--- src/rtl/player_physics_y.sv ---
`default_nettype none
// +--------------------------------------------------------------------------+
// | player_physics_y                                                         |
// | Vertical motion engine: gravity, jump launch, landing on map tiles/floor.|
// | Optional feature macro: PLAYER_DOUBLE_JUMP_EN (one extra airborne jump). |
// | Revision: 1.0                                                            |
// +--------------------------------------------------------------------------+
module player_physics_y #(
    parameter int TICK_CYCLES = 2000000,
    parameter int Y_W         = 10,
    parameter int V_W         = 6,
    parameter int GROUND_Y    = 448,
    parameter int CEIL_Y      = 20,
    parameter int JUMP_V      = 15,
    parameter int GRAVITY     = 1,
    parameter int VMAX_FALL   = 8,
    parameter int MAP_ROW_OFS = 2
) (
    input  logic                  clk,
    input  logic                  rst,
    input  logic                  jump_key,
    input  logic [10:0]           xpos,
    input  logic [3:0]            rgb_pixel,
    output logic [15:0]           pixel_adr,
    output logic [Y_W-1:0]        player_ypos,
    output logic signed [V_W-1:0] velocity,
    output logic                  on_ground
);

    localparam int c_CNT_W = (TICK_CYCLES > 1) ? $clog2(TICK_CYCLES) : 1;
    localparam logic [c_CNT_W-1:0]    c_TICK_LAST = c_CNT_W'(TICK_CYCLES - 1);
    localparam logic signed [V_W:0]   c_GRAV      = (V_W+1)'(GRAVITY);
    localparam logic signed [V_W:0]   c_VMAX      = (V_W+1)'(VMAX_FALL);
    localparam logic signed [V_W-1:0] c_JUMP      = V_W'(-JUMP_V);
    localparam logic signed [Y_W:0]   c_GROUND_S  = (Y_W+1)'(GROUND_Y);
    localparam logic signed [Y_W:0]   c_CEIL_S    = (Y_W+1)'(CEIL_Y);
    localparam logic [Y_W-1:0]        c_GROUND_Y  = Y_W'(GROUND_Y);
    localparam logic [Y_W-1:0]        c_CEIL_Y    = Y_W'(CEIL_Y);
    localparam logic [6:0]            c_ROW_OFS   = 7'(MAP_ROW_OFS);

    typedef enum logic [1:0] {
        S_IDLE   = 2'd0,
        S_ADDR   = 2'd1,
        S_WAIT   = 2'd2,
        S_UPDATE = 2'd3
    } state_t;

    state_t r_state, w_state_nxt;

    logic [c_CNT_W-1:0]    r_tick_cnt;
    logic                  w_tick;
    logic                  r_key_q, r_key_prev, w_key_rise, r_jump_req;
    logic                  w_jump_ok, w_take_jump, w_solid;
    logic signed [V_W:0]   w_v_inc;
    logic signed [V_W-1:0] w_v_base, w_v_nxt;
    logic                  w_og_base, w_og_nxt;
    logic signed [Y_W:0]   w_y_sum;
    logic [Y_W-1:0]        w_y_nxt;

    // Free-running tick counter; the FSM never holds it back.
    assign w_tick = (r_tick_cnt == c_TICK_LAST);

    always_ff @(posedge clk) begin
        if (rst)         r_tick_cnt <= '0;
        else if (w_tick) r_tick_cnt <= '0;
        else             r_tick_cnt <= r_tick_cnt + 1'b1;
    end

    always_ff @(posedge clk) begin
        if (rst) r_state <= S_IDLE;
        else     r_state <= w_state_nxt;
    end

    always_comb begin
        w_state_nxt = r_state;
        case (r_state)
            S_IDLE:   if (w_tick) w_state_nxt = S_ADDR;
            S_ADDR:   w_state_nxt = S_WAIT;
            S_WAIT:   w_state_nxt = S_UPDATE;
            S_UPDATE: w_state_nxt = S_IDLE;
            default:  w_state_nxt = S_IDLE;
        endcase
    end

    // Set beats clear so a press landing on the UPDATE cycle survives.
    assign w_key_rise = r_key_q & ~r_key_prev;

    always_ff @(posedge clk) begin
        if (rst) begin
            r_key_q    <= 1'b0;
            r_key_prev <= 1'b0;
            r_jump_req <= 1'b0;
        end else begin
            r_key_q    <= jump_key;
            r_key_prev <= r_key_q;
            if (w_key_rise)                r_jump_req <= 1'b1;
            else if (r_state == S_UPDATE)  r_jump_req <= 1'b0;
        end
    end

    always_ff @(posedge clk) begin
        if (rst)
            pixel_adr <= '0;
        else if (r_state == S_ADDR)
            pixel_adr <= {7'(player_ypos >> 2) + c_ROW_OFS, 9'(xpos >> 2)};
    end

`ifdef PLAYER_DOUBLE_JUMP_EN
    logic r_air_used;

    assign w_jump_ok = on_ground || !r_air_used;

    always_ff @(posedge clk) begin
        if (rst)
            r_air_used <= 1'b0;
        else if (r_state == S_UPDATE) begin
            if (w_og_nxt)                      r_air_used <= 1'b0;
            else if (w_take_jump && !on_ground) r_air_used <= 1'b1;
        end
    end
`else
    assign w_jump_ok = on_ground;
`endif

    assign w_solid = (rgb_pixel != 4'd0) || (player_ypos >= c_GROUND_Y);

    always_comb begin
        w_take_jump = r_jump_req && w_jump_ok;
        w_v_inc     = {velocity[V_W-1], velocity} + c_GRAV;
        w_v_base    = velocity;
        w_og_base   = 1'b0;
        if (w_take_jump)
            w_v_base = c_JUMP;
        else if (!velocity[V_W-1] && w_solid) begin
            w_v_base  = '0;
            w_og_base = 1'b1;
        end else if (w_v_inc > c_VMAX)
            w_v_base = c_VMAX[V_W-1:0];
        else
            w_v_base = w_v_inc[V_W-1:0];

        // Position uses the freshly chosen velocity, then clamps to the play band.
        w_y_sum  = {1'b0, player_ypos} + {{(Y_W+1-V_W){w_v_base[V_W-1]}}, w_v_base};
        w_y_nxt  = w_y_sum[Y_W-1:0];
        w_v_nxt  = w_v_base;
        w_og_nxt = w_og_base;
        if (w_y_sum < c_CEIL_S) begin
            w_y_nxt = c_CEIL_Y;
            w_v_nxt = '0;
        end else if (w_y_sum > c_GROUND_S) begin
            w_y_nxt  = c_GROUND_Y;
            w_v_nxt  = '0;
            w_og_nxt = 1'b1;
        end
    end

    always_ff @(posedge clk) begin
        if (rst) begin
            player_ypos <= c_GROUND_Y;
            velocity    <= '0;
            on_ground   <= 1'b1;
        end else if (r_state == S_UPDATE) begin
            player_ypos <= w_y_nxt;
            velocity    <= w_v_nxt;
            on_ground   <= w_og_nxt;
        end
    end

endmodule
`default_nettype wire

--- config.mk ---
export PLATFORM = sky130hd
export DESIGN_NAME = player_physics_y
export DESIGN_NICKNAME = d
export VERILOG_FILES = /design/src/rtl/player_physics_y.sv
export SDC_FILE = /design/constraint.sdc
export NUM_CORES = 1
export LEC_CHECK = 0
export BUFFER_PORTS_ARGS = -buffer_cell sky130_fd_sc_hd__buf_2
export CORE_ASPECT_RATIO = 1.75
export CORE_MARGIN = 1
export CORE_UTILIZATION = 40
export CTS_BUF_LIST = sky130_fd_sc_hd__clkbuf_4
export DETAILED_ROUTE_END_ITERATION = 8
export PLACE_DENSITY_LB_ADDON = 0.3
export SYNTH_ARGS = -nofsm -noshare
export SYNTH_HDL_FRONTEND = slang
export SYNTH_SLANG_ARGS = --single-unit
--- constraint.sdc ---
create_clock -name clk -period 5.1 [get_ports clk]
set_input_delay 1.02 -clock clk [delete_from_list [all_inputs] [get_ports clk]]
set_output_delay 1.02 -clock clk [all_outputs]
set_load 0.01 [all_outputs]
# Yosys cells after proc, flatten, opt, wreduce, memory -nomap -nowiden
# Cells that the tools add are included.
# classes
muxes	15
n_bitwise	2
add_sub_neg	4
n_reduce_logical	8
n_eq_ne	5
n_lt_le_gt_ge	4
# ops
operator	n
6-bit two-way mux	5
21-bit by 1-bit adder with 21-bit output, second input constant	1
21-bit == test, second input constant	1
10-bit two-way mux	2
10-bit by 11-bit adder with 11-bit output	1
11-bit by 10-bit > comparator with 1-bit output, second input constant	1
11-bit by 6-bit less-than comparator with 1-bit output, second input constant	1
10-bit by 9-bit greater-or-equal comparator with 1-bit output, second input constant	1
2-bit one-hot mux with 4 select lines	1
6-bit by 2-bit adder with 7-bit output, second input constant	1
7-bit by 2-bit adder with 7-bit output, second input constant	1
7-bit by 5-bit > comparator with 1-bit output, second input constant	1
1-bit two-way mux	6
2-bit == test, second input constant	2
4-bit nonzero test	1
2-bit by 1-bit == test with 1-bit output, second input constant	1
1-bit logical AND	2
2-bit logical NOT	1
2-bit two-way mux	1
2-bit inequality test, second input constant	1
2-bit nonzero test	1
2-bit OR reduction	1
1-bit bitwise AND	1
1-bit logical NOT	1
other kinds (2)	2
# word_totals
word_cells	47
in_bits	18
output_inout_bits	33
register_bits	59

# Longest topological paths before layout
# depth
ltp_word	9
ltp_mapped	19
depth_no_buf	17

# Worst setup path after synthesis
# No wires, ideal clock.
# synth_timing
path_type	input to register
start	in rgb_pixel[1]
end	reg velocity[5]
setup_slack_ps	485
t_arrival_ps	4498
stages	16
required_ps	4983
setup_ps	117
path_buffers	1
path_cell_list	or4_1 -> a311oi_2 -> nand3b_1 -> a21boi_0 -> o21ai_0 -> ha_1 -> inv_1 -> fa_1 -> nand2b_1 -> a211oi_2 -> nor2_1 -> xor2_1 -> o41a_2 -> o2111a_1 -> buf_6 -> a22o_1
# synth_via
elab_chain_cells	9
word_cells_on_any_way	10
classes_between	add/sub: 1; order compare: 2; mux: 4; reduce/logical: 3
# synth_rtl
item	line	source
start: declaration	23	input logic [3:0] rgb_pixel,
4-bit nonzero test *	125	assign w_solid = (rgb_pixel != 4'd0) || (player_ypos >= c_GROUND_Y);
1-bit logical OR *	125	
1-bit logical AND *	134	else if (!velocity[V_W-1] && w_solid) begin
6-bit two-way mux *	134	
6-bit two-way mux *	132	if (w_take_jump)
10-bit by 11-bit adder with 11-bit output	143	w_y_sum = {1'b0, player_ypos} + {{(Y_W+1-V_W){w_v_base[V_W-1]}}, w_v_base};
11-bit by 10-bit > comparator with 1-bit output	150	end else if (w_y_sum > c_GROUND_S) begin
6-bit two-way mux	150	
6-bit two-way mux *	147	if (w_y_sum < c_CEIL_S) begin
end signal: assignment	164	velocity <= w_v_nxt;
end: declaration	26	output logic signed [V_W-1:0] velocity,
# Mark *: on every way between the ends. The rest lies on a longest branch, timed or not.
# A chain may end at the register's enable or synchronous reset.

# Worst setup path in the final report
# layout_timing
start	in rgb_pixel[1]
end	reg player_ypos[1]
# layout_via
elab_chain_cells	9
word_cells_on_any_way	10
classes_between	add/sub: 1; order compare: 2; mux: 4; reduce/logical: 3
# layout_rtl
item	line	source
4-bit nonzero test *	125	
1-bit logical OR *	125	
1-bit logical AND *	134	
6-bit two-way mux *	134	
6-bit two-way mux *	132	
10-bit by 11-bit adder with 11-bit output *	143	
11-bit by 10-bit > comparator with 1-bit output	150	
10-bit two-way mux	150	
10-bit two-way mux *	147	
end signal: assignment	159	player_ypos <= c_GROUND_Y;
end signal: assignment	163	player_ypos <= w_y_nxt;
end: declaration	25	output logic [Y_W-1:0] player_ypos,
# Marked as above.

==> results.yml <==
synth:
  synth_edf_count: 0
  synth_area_leaders: "dfxtp_1, ha_1, nor2_1, xor2_1, mux2i_1"
  synthFlopType: "dfxtp_1"
  async_reset_ff_share_pct: 0
  synth_cell_types: 57
  netlist_top_cells_count: "dfxtp_1, nor2_1, nand2_1"
  synth_top_area_share_pct: 37.2
  ys_ff_latch: 59
  syn_area_per_cell_um2: 8.74
  ys_warn_count: 0
  yosysSeqAreaShare_pct: 37.2
  synth_fp_nets: 400
  netlist_instances: 363
  synth_top_cell_by_area: "dfxtp_1"
  syn-cell-area_mm2: 0.00317
routing:
  ant_nets: 0
  vias: 2825
  drt-initial-drc-count: 131
  first_pass_iters: 4
  vias_per_cell: 5.52
  wirelength_um: 7300
  drc: 0
  avgRoutedWirePerCell_um: 14.2
clock_tree:
  postCtsSetupBuffers: 0
  cts_tree: "done"
  clock_latency_ps: 420
  cts_buffers: 9
  h-tree-depth: 3
  post_cts_resized: 0
  cts.sinks: 59
  clk_path_buf_depth: 2
  clkTransAtPathRegs_ps: 100
  postCtsHoldBufs: 0
  cts-root-buf: "clkbuf_4"
setup_path:
  critPathKind: "in -> reg"
  critical_path_arrival_ps: 4980
  critPathCaptureType: "flip-flop"
  cp-start-kind: "input port"
  worstPathMaxFanout: 9
  regToRegSetupSlack_ps: 710
  cp_data_required_time_ps: 5410
finish:
  drive_gt1_share_pct: 20.8
  antennaDiodeCount: 0
  n_fill_cell: 751
  fin_nets: 456
  synthToLayoutAreaGrowth_pct: 16.7
die:
  rows: 42
  num_io_pins: 51
  core_area_mm2: 0.00762
  die_h_um: 120
  die-area_mm2: 0.00831
  start_util_pct: 41.7
  die_width_um: 69.3
run:
  drv_cap: 0
timing:
  worst_pin_slew_ps: 919
  finalHoldViolations: 0
  fmax_ghz: 0.214
  skew_ps: 11.6
  min_period_ps: 4670
  setup_viol: 0
  fin_crit_sh_pct: 91.5
  finalMaxSlewViolations: 0
  slew_headroom_pct: 38.5
  setup_tns_ps: 0
  rsz0062_at_grt: "no"
global_routing:
  antenna_found_initial: 0
  grt_max_degree: 32
  grt_first_pass_wirelength_um: 12200
  grt_overflow: 0
  grt_pass1_vias: 2767
  track_usage_pct: 18.7
place:
  gp_congestion: 0.852
  hpwlAfterDp_um: 5500
  portBuffers: 48
power_and_ir_drop:
  p_total_mw: 1.08
  leakage_nw: 1.50
  ir_worst_vdd_mv: 0.176
  p_per_area_mw_per_mm2: 291
outcome:
  status: "complete, no violations"
hold_path:
  hold_class: "reg -> reg"
[worst max-delay path, stage by stage]
cell and delay [ps]:
buf_2 90, or4_1 540, a311oi_2 290, nand3b_1 170, a21boi_0 160, o21ai_0 260
ha_1 250, inv_1 60, fa_1 390, nand2b_1 190, a21oi_1 230, a31oi_1 140
xor2_1 180, o41a_2 470, o2111a_1 160, buf_4 170, a22o_1 190
[power breakdown]
group          internal [mW]  total (mW)  switching [mW]  leakage (nW)
Combinational         0.0900       0.197           0.107         0.939
Sequential             0.485       0.499          0.0145         0.478
Clock                  0.208       0.383           0.174        0.0868
[layout make-up]
cell class	count	area, um2	area share [%]
flip-flops and latches	59	1180	31.9
inverters	12	45.0	1.22
multi-input cells	277	1880	50.7
repair buffers	60	330	8.92
clock inverters	5	77.6	2.09
clock buffers	11	82.6	2.23
well taps	88	110	2.97
[through the flow]
stage	hold slack (ps)	area, um2	utilization [%]	worst slack (ps)	cells
after detailed placement	463	3540	46.5	66.0	496
final	478	3700	48.6	432	512
after global routing	490	3700	48.6	236	512
after CTS	480	3700	48.6	497	512
after global placement	459	3540	46.5	84.3	496
after floorplan	438	3170	-	485	363
[flip-flops by register name, indices dropped and copies added (netlist names)]
signal       count
r_tick_cnt      21
pixel_adr       16
player_ypos     10
velocity         6
r_state          2
on_ground        1
r_jump_req       1
r_key_prev       1
r_key_q          1
[cells by family (layout without fill, tap and decap cells)]
kind of cell / count (synthesis) / in the layout / synth area share, %
xor gates and xnor gates: 29 / 29 / 8.00
buffers and inverters: 27 / 88 / 3.67
DFF: 59 / 59 / 37.2
and+or+nand+nor: 145 / 145 / 22.6
AOI/OAI and AO/OA: 70 / 70 / 16.4
muxes: 14 / 14 / 4.45
adders and majority gates: 19 / 19 / 7.73
[layout by cell type (no fill, tap or decap), types with 12 or more instances in the layout]
| cell type | Yosys | layout |
|---|---|---|
| a21oi_1 | 14 | 14 |
| buf_2 | 6 | 48 |
| buf_4 | 0 | 12 |
| dfxtp_1 | 59 | 59 |
| ha_1 | 18 | 18 |
| inv_1 | 12 | 12 |
| mux2i_1 | 13 | 13 |
| nand2_1 | 19 | 19 |
| nand3_1 | 13 | 13 |
| nor2_1 | 59 | 59 |
| o21ai_0 | 13 | 13 |
| xor2_1 | 18 | 18 |
[path summary, 6_finish.rpt]
path,cells after the start,end,start
worst max register to register,18,player_ypos[1],velocity[0]
worst min-delay path,2,pixel_adr[10],pixel_adr[10]
worst max-delay path,17,player_ypos[1],rgb_pixel[1]
worst min register to register,2,pixel_adr[10],pixel_adr[10]
[per-layer routing]
layer / up-vias / routed length (um) / global-route usage (%)
li1: 1402 / - / -
met4: 0 / 392 / 15.4
met5: - / 0 / 0
met2: 62 / 3870 / 33.8
met1: 1333 / 2800 / 18.1
met3: 28 / 237 / 3.44
Note: power is estimated with default switching activity, not from simulation.
